`config.mk`:
```
export PLATFORM = sky130hd
export DESIGN_NAME = mem_access_master
export DESIGN_NICKNAME = d
export VERILOG_FILES = /design/src/rtl/mem_access_master.sv
export SDC_FILE = /design/constraint.sdc
export NUM_CORES = 1
export LEC_CHECK = 0
export CORE_MARGIN = 2
export CORE_UTILIZATION = 30
export DETAILED_ROUTE_END_ITERATION = 16
export HOLD_SLACK_MARGIN = 0.05
export PLACE_DENSITY = 0.73
export SLEW_MARGIN = 0
export SYNTH_ARGS = -nofsm -noshare
export SYNTH_HDL_FRONTEND = slang
export SYNTH_SLANG_ARGS = --single-unit
```
`constraint.sdc`:
```
create_clock -name clk -period 2 [get_ports clk]
set_clock_uncertainty 0.15 [all_clocks]
set_input_delay 0.5 -clock clk [delete_from_list [all_inputs] [get_ports clk]]
set_output_delay 0.5 -clock clk [all_outputs]
set_load 0.03 [all_outputs]
```
`src/rtl/mem_access_master.sv`:
```
`default_nettype none
// +--------------------------------------------------------------------------+
// | Module  : mem_access_master                                              |
// | Purpose : Load/store initiator between the execute stage and a           |
// |           byte-addressable data memory. Accepts one request at a time,   |
// |           encodes store width onto mem_WE_o, sign/zero-extends load      |
// |           data and holds the response until the core accepts it.        |
// | Ports   : clk, rst_n           clock, asynchronous active-low reset      |
// |           req_*_i / req_ready_o  core request channel (valid/ready)      |
// |           resp_*_o / resp_ready_i core response channel (valid/ready)    |
// |           mem_WE_o  00 none, 01 word, 10 half, 11 byte                   |
// |           mem_ADDR_o, mem_WD_o  address / write data to memory           |
// |           mem_RD_i  combinational read data for mem_ADDR_o               |
// | Revision: 1.0  initial release                                           |
// +--------------------------------------------------------------------------+
module mem_access_master #(
  parameter int ADDR_WIDTH   = 32,
  parameter bit STRICT_ALIGN = 1'b0
) (
  input  logic                  clk,
  input  logic                  rst_n,
  input  logic                  req_valid_i,
  output logic                  req_ready_o,
  input  logic                  req_store_i,
  input  logic [2:0]            req_funct3_i,
  input  logic [ADDR_WIDTH-1:0] req_addr_i,
  input  logic [31:0]           req_wdata_i,
  output logic                  resp_valid_o,
  input  logic                  resp_ready_i,
  output logic [31:0]           resp_rdata_o,
  output logic                  resp_err_o,
  output logic [1:0]            mem_WE_o,
  output logic [ADDR_WIDTH-1:0] mem_ADDR_o,
  output logic [31:0]           mem_WD_o,
  input  logic [31:0]           mem_RD_i
);

  localparam logic [1:0] S_IDLE   = 2'd0;
  localparam logic [1:0] S_ACCESS = 2'd1;
  localparam logic [1:0] S_RESP   = 2'd2;

  logic [1:0]            state_q,  state_d;
  logic                  store_q,  store_d;
  logic [2:0]            funct3_q, funct3_d;
  logic [ADDR_WIDTH-1:0] addr_q,   addr_d;
  logic [31:0]           wdata_q,  wdata_d;
  logic [31:0]           rdata_q,  rdata_d;
  logic                  err_q,    err_d;

  logic                  req_illegal;
  logic                  req_misaligned;
  logic                  req_err;
  logic [31:0]           load_ext;

  // Request classification on the incoming (not yet registered) fields so
  // an erroneous request can skip the memory cycle entirely.
  always_comb begin
    if (req_store_i) begin
      req_illegal = (req_funct3_i > 3'b010);
    end else begin
      req_illegal = (req_funct3_i == 3'b011) || (req_funct3_i == 3'b110) ||
                    (req_funct3_i == 3'b111);
    end
    // funct3[1:0] gives the access size: 01 half (H/HU/SH), 10 word.
    req_misaligned = STRICT_ALIGN &&
                     (((req_funct3_i[1:0] == 2'b01) && req_addr_i[0]) ||
                      ((req_funct3_i[1:0] == 2'b10) && (req_addr_i[1:0] != 2'b00)));
    req_err = req_illegal || req_misaligned;
  end

  // Load extension: memory presents the addressed byte in RD[7:0].
  always_comb begin
    case (funct3_q)
      3'b000:  load_ext = {{24{mem_RD_i[7]}},  mem_RD_i[7:0]};
      3'b001:  load_ext = {{16{mem_RD_i[15]}}, mem_RD_i[15:0]};
      3'b010:  load_ext = mem_RD_i;
      3'b100:  load_ext = {24'h000000, mem_RD_i[7:0]};
      3'b101:  load_ext = {16'h0000,   mem_RD_i[15:0]};
      default: load_ext = 32'h0000_0000;
    endcase
  end

  always_comb begin
    state_d  = state_q;
    store_d  = store_q;
    funct3_d = funct3_q;
    addr_d   = addr_q;
    wdata_d  = wdata_q;
    rdata_d  = rdata_q;
    err_d    = err_q;
    case (state_q)
      S_IDLE: begin
        if (req_valid_i) begin
          store_d  = req_store_i;
          funct3_d = req_funct3_i;
          addr_d   = req_addr_i;
          wdata_d  = req_wdata_i;
          if (req_err) begin
            err_d   = 1'b1;
            rdata_d = 32'h0000_0000;
            state_d = S_RESP;
          end else begin
            state_d = S_ACCESS;
          end
        end
      end
      S_ACCESS: begin
        rdata_d = store_q ? 32'h0000_0000 : load_ext;
        err_d   = 1'b0;
        state_d = S_RESP;
      end
      S_RESP: begin
        if (resp_ready_i) begin
          state_d = S_IDLE;
        end
      end
      default: state_d = S_IDLE;
    endcase
  end

  always_ff @(posedge clk or negedge rst_n) begin
    if (!rst_n) begin
      state_q  <= S_IDLE;
      store_q  <= 1'b0;
      funct3_q <= 3'b000;
      addr_q   <= '0;
      wdata_q  <= 32'h0000_0000;
      rdata_q  <= 32'h0000_0000;
      err_q    <= 1'b0;
    end else begin
      state_q  <= state_d;
      store_q  <= store_d;
      funct3_q <= funct3_d;
      addr_q   <= addr_d;
      wdata_q  <= wdata_d;
      rdata_q  <= rdata_d;
      err_q    <= err_d;
    end
  end

  // Write enable is decoded from state (not registered) so an asynchronous
  // reset during ACCESS removes it before the closing edge.
  always_comb begin
    mem_WE_o = 2'b00;
    if ((state_q == S_ACCESS) && store_q) begin
      case (funct3_q[1:0])
        2'b00:   mem_WE_o = 2'b11;
        2'b01:   mem_WE_o = 2'b10;
        2'b10:   mem_WE_o = 2'b01;
        default: mem_WE_o = 2'b00;
      endcase
    end
  end

  assign req_ready_o  = (state_q == S_IDLE);
  assign resp_valid_o = (state_q == S_RESP);
  assign resp_rdata_o = rdata_q;
  assign resp_err_o   = err_q;
  assign mem_ADDR_o   = addr_q;
  assign mem_WD_o     = wdata_q;

endmodule
`default_nettype wire
```
; Word level (Yosys, flattened, before mapping)
; Cells that the tools add are included.
[totals]
output_inout_bits = 101
word_cells = 47
ff_bits = 103
[classes]
muxes = 15
n_eq_ne = 14
n_lt_le_gt_ge = 1
n_reduce_logical = 10
[op_table]
columns = cell, n
row1 = one-hot mux 32 bit (5 select lines), 1
row2 = 2-to-1 mux 32 bit, 3
row3 = one-hot mux 32 bit (2 select lines), 1
row4 = "== test 3 bit, second input constant", 4
row5 = one-hot mux 2 bit (3 select lines), 2
row6 = 2-to-1 mux 2 bit, 4
row7 = "== test 3 x 2 -> 1 bit, second input constant", 2
row8 = "== test 2 x 1 -> 1 bit, second input constant", 2
row9 = "== test 2 bit, second input constant", 2
row10 = logical NOT 2 bit, 2
row11 = "inequality test 2 x 1 -> 1 bit, second input constant", 2
row12 = AND reduction 2 bit, 2
row13 = "== test 3 x 1 -> 1 bit, second input constant", 1
row14 = "greater-than comparator 3 x 2 -> 1 bit, second input constant", 1
row15 = logical NOT 3 bit, 1
row16 = 2-to-1 mux 1 bit, 3
row17 = AND reduction 3 bit, 1
row18 = logical OR 1 bit, 2
row19 = "inequality test 2 bit, second input constant", 1
row20 = one-hot mux 1 bit (2 select lines), 1
row21 = nonzero test 2 bit, 1
row22 = logical AND 1 bit, 1

; Logic depth before layout (Yosys ltp)
[logic_depth]
ltp_word = 7
mapped_depth = 7
mapped_depth_nobuf = 3

; Worst setup path before layout
; No wires, ideal clock.
[synth_path]
path_kind = reg2reg
from = register state_q[0]
to = register wdata_q[10] (netlist: mem_WD_o[10])
t_arrival_ns = 1.867
required_time_ns = 1.725
setup_slack_ns = -0.142
period_less_slack_ns = 2.142
stages_incl_launch_ff = 8
cell_sequence = dfrtp_1 buf_4 nor2_1 and2_1 buf_2 buf_6 buf_4 mux2_2
[synth_via]
elab_chain_len = 2
[synth_lines]
columns = item, line_no
row1 = "start, declared", 42  ; logic [1:0] state_q, state_d;
row2 = "start signal, assigned", 131  ; state_q <= state_d;
row3 = logical NOT 2 bit, -
row4 = via req_ready_o, 23  ; output logic req_ready_o,
row5 = AND reduction 2 bit (no source line), -
row6 = "end signal, assigned", 135  ; wdata_q <= wdata_d;
row7 = "end, declared", 46  ; logic [31:0] wdata_q, wdata_d;
; The timed path passes the listed nets, and every way through them passes these cells.
; A chain may end at the register's enable or synchronous reset.

; Worst setup path after layout
[layout_path]
from = register state_q[1]
to = output port mem_WE_o[1]
[layout_via]
elab_chain_len = 3
[layout_lines]
columns = item, line_no
row1 = == test 2 x 1 -> 1 bit, 145  ; if ((state_q == S_ACCESS) && store_q) begin
row2 = logical AND 1 bit, 145
row3 = 2-to-1 mux 2 bit, 145
row4 = "end, declared", 32  ; output logic [1:0] mem_WE_o,
; No other way between the ends.

==> impl_metrics.json <==
{
  "cts_setup_buffers": 0,
  "slew_headroom_pct": 64.4,
  "drv_slew": 0,
  "yosysSeqAreaShare_pct": 59.8,
  "yosysWarnings": 0,
  "drt_pre_antenna_iters": 4,
  "critical_path_arrival_ps": 1310,
  "route.detailed.drc": 0,
  "routed_wl_mm": 11.4,
  "grt_max_degree": 65,
  "regArea_um2": 2580,
  "start_util_pct": 30.9,
  "critPathLaunchType": "flop",
  "dp.cells": 671,
  "wl_per_cell_um": 16.5,
  "nFillCells": 1260,
  "num_vias": 3286,
  "final-instance-count-excl-fill": 687,
  "layout-drive-gt1-share_pct": 22.5,
  "clock_sinks": 103,
  "rsz0062_at_grt": "true",
  "hpwl_mm": 8.48,
  "die_h_um": 124,
  "gp_congestion": 0.739,
  "critPathMaxFanout": 5,
  "cts_tree": "yes",
  "totalPowerFinal_mw": 9.79,
  "syn-num-nets": 400,
  "postSynthCellCount": 296,
  "ys_types": 24,
  "outcome": "finished clean",
  "antenna_found_initial": 0,
  "setup_viol": 0,
  "ir_drop_mv": 0.801,
  "drt-initial-drc-count": 100,
  "die_w_um": 124,
  "cap_violations": 0,
  "p_per_area_nw_per_um2": 1430,
  "fp-row-count": 43,
  "grt_pass1_vias": 3409,
  "avgSynthCellArea_um2": 14.6,
  "worst_pin_slew_ps": 534,
  "place_area_um2": 6650,
  "htreeDepth": 3,
  "insertion_delay_ps": 340,
  "clkTransAtPathRegs_ps": 60,
  "grt_pass1_wl_mm": 17.3,
  "hold_viol_final": 0,
  "final.setup.worst_slack_ps": 37.5,
  "cp.required_ps": 1350,
  "overflow": 0,
  "worst-setup-path-type": "reg2out",
  "clk_path_buf_depth": 2,
  "via_per_inst": 4.78,
  "tns_ps": 0,
  "syn_to_final_growth_pct": 58.8,
  "cts_buffers": 9,
  "pre_cts_slack_ps": -126,
  "syn_area_um2": 4310,
  "num-nets-final": 607,
  "portBuffers": 204,
  "grt_util_all_layers_pct": 14.8,
  "fin_crit_sh_pct": 98.1,
  "crit_path_end_kind": "output pin",
  "core_area_um2": 13900,
  "drtAntennaViolNets": 0,
  "top_level_ports": 205,
  "max_freq_ghz": 0.510,
  "n_antenna_cell": 0,
  "root_buffer": "clkbuf_16",
  "stdcell_area_um2": 6840,
  "hold_path_class": "reg2reg",
  "period_minus_slack_ps": 1960,
  "fp.dieArea_um2": 15300,
  "power.leakage_nw": 3.15,
  "multiInputGateArea_um2": 1610,
  "final_cell_mix": "102 x dfrtp_1, 102 x clkdlybuf4s50_1, 97 x dlygate4sd2_1",
  "ys_seq_elements": 103
}
where the power goes:
part / total, mW / switching (mW) / internal (mW)
Sequential: 3.31 / 0.432 / 2.88
Combinational: 4.72 / 2.78 / 1.94
Clock: 1.75 / 0.725 / 1.03
Total: 9.79 / 3.94 / 5.85
critical path, cell delays in order (launching register included):
cell and delay, ps:
dfrtp_2 440, nand3b_1 230, nor2_2 160, buf_12 140
synth_stat cells, drive strengths merged:
library cell | count | area share, %
inv | 1 | 0.087
o21ba | 1 | 0.23
or3b | 1 | 0.26
a22o | 33 | 6.7
or2 | 1 | 0.15
mux2i | 24 | 5.6
a21oi | 1 | 0.20
o311ai | 1 | 0.38
a211oi | 1 | 0.46
nand3b | 2 | 0.35
nor2 | 3 | 0.26
dfrtp | 103 | 60
a211o | 1 | 0.20
mux2 | 68 | 18
o21ai | 18 | 2.1
and2 | 1 | 0.15
nand2b | 1 | 0.15
clkbuf | 7 | 0.61
o31a | 1 | 0.20
buf | 18 | 2.7
o2bb2ai | 7 | 1.4
nor2b | 2 | 0.29
flip-flops by register name (all words and copies together) (netlist names):
register / cells
mem_WD_o: 32
mem_ADDR_o: 32
resp_rdata_o: 32
store_q: 1
state_q: 2
resp_err_o: 1
funct3_q: 3
per-layer routing:
layer | GRT usage (%) | wire length, um | up-vias
li1 | - | - | 1511
met1 | 16.4 | 4380 | 1629
met2 | 24.9 | 5780 | 128
met3 | 6.46 | 948 | 18
met4 | 6.11 | 251 | 0
met5 | 0 | 0 | -
per-stage QoR:
step	hold WS (ps)	util [%]
after floorplan	54.4	-
after global placement	340	47.7
after detailed placement	343	47.7
after CTS	355	49.1
after global routing	367	49.1
final	350	49.1
timing repair:
action                     4_1_cts  5_1_grt
hold endpoints to repair       103        0
gates resized for setup         98        3
setup endpoints to repair       98        3
hold buffers                     1        0
logic make-up (layout without fill, tap and decap cells):
logic type	after synthesis	count (layout)	share of synthesized area (%)
AOI/OAI and AO/OA	64	64	11.9
buffers and inverters	26	237	3.37
muxes	92	92	23.3
and+or+nand+nor	11	11	1.60
DFF	103	103	59.8
cell type report:
class / count / share of cell area [%]
repair buffers: 221 / 31.1
flip-flops and latches: 103 / 37.7
well taps: 180 / 3.29
inverters: 1 / 0.0549
multi-input cells: 167 / 23.5
clock inverters: 3 / 0.622
clock buffers: 12 / 3.75
worst paths after layout:
path / from / end / slack, ps / cells past startpoint
worst min-delay path: mem_WD_o[14] / mem_WD_o[14] / 350 / 1
worst max-delay path: state_q[1] / mem_WE_o[1] / 40 / 3
worst max register to register: funct3_q[1] / resp_rdata_o[9] / 290 / 4
max in group asynchronous: rst_n / mem_ADDR_o[7] / 830 / 3
min in group asynchronous: rst_n / resp_rdata_o[25] / 520 / 3
worst min register to register: mem_WD_o[14] / mem_WD_o[14] / 350 / 1
Power figures use the tool's default switching activity.
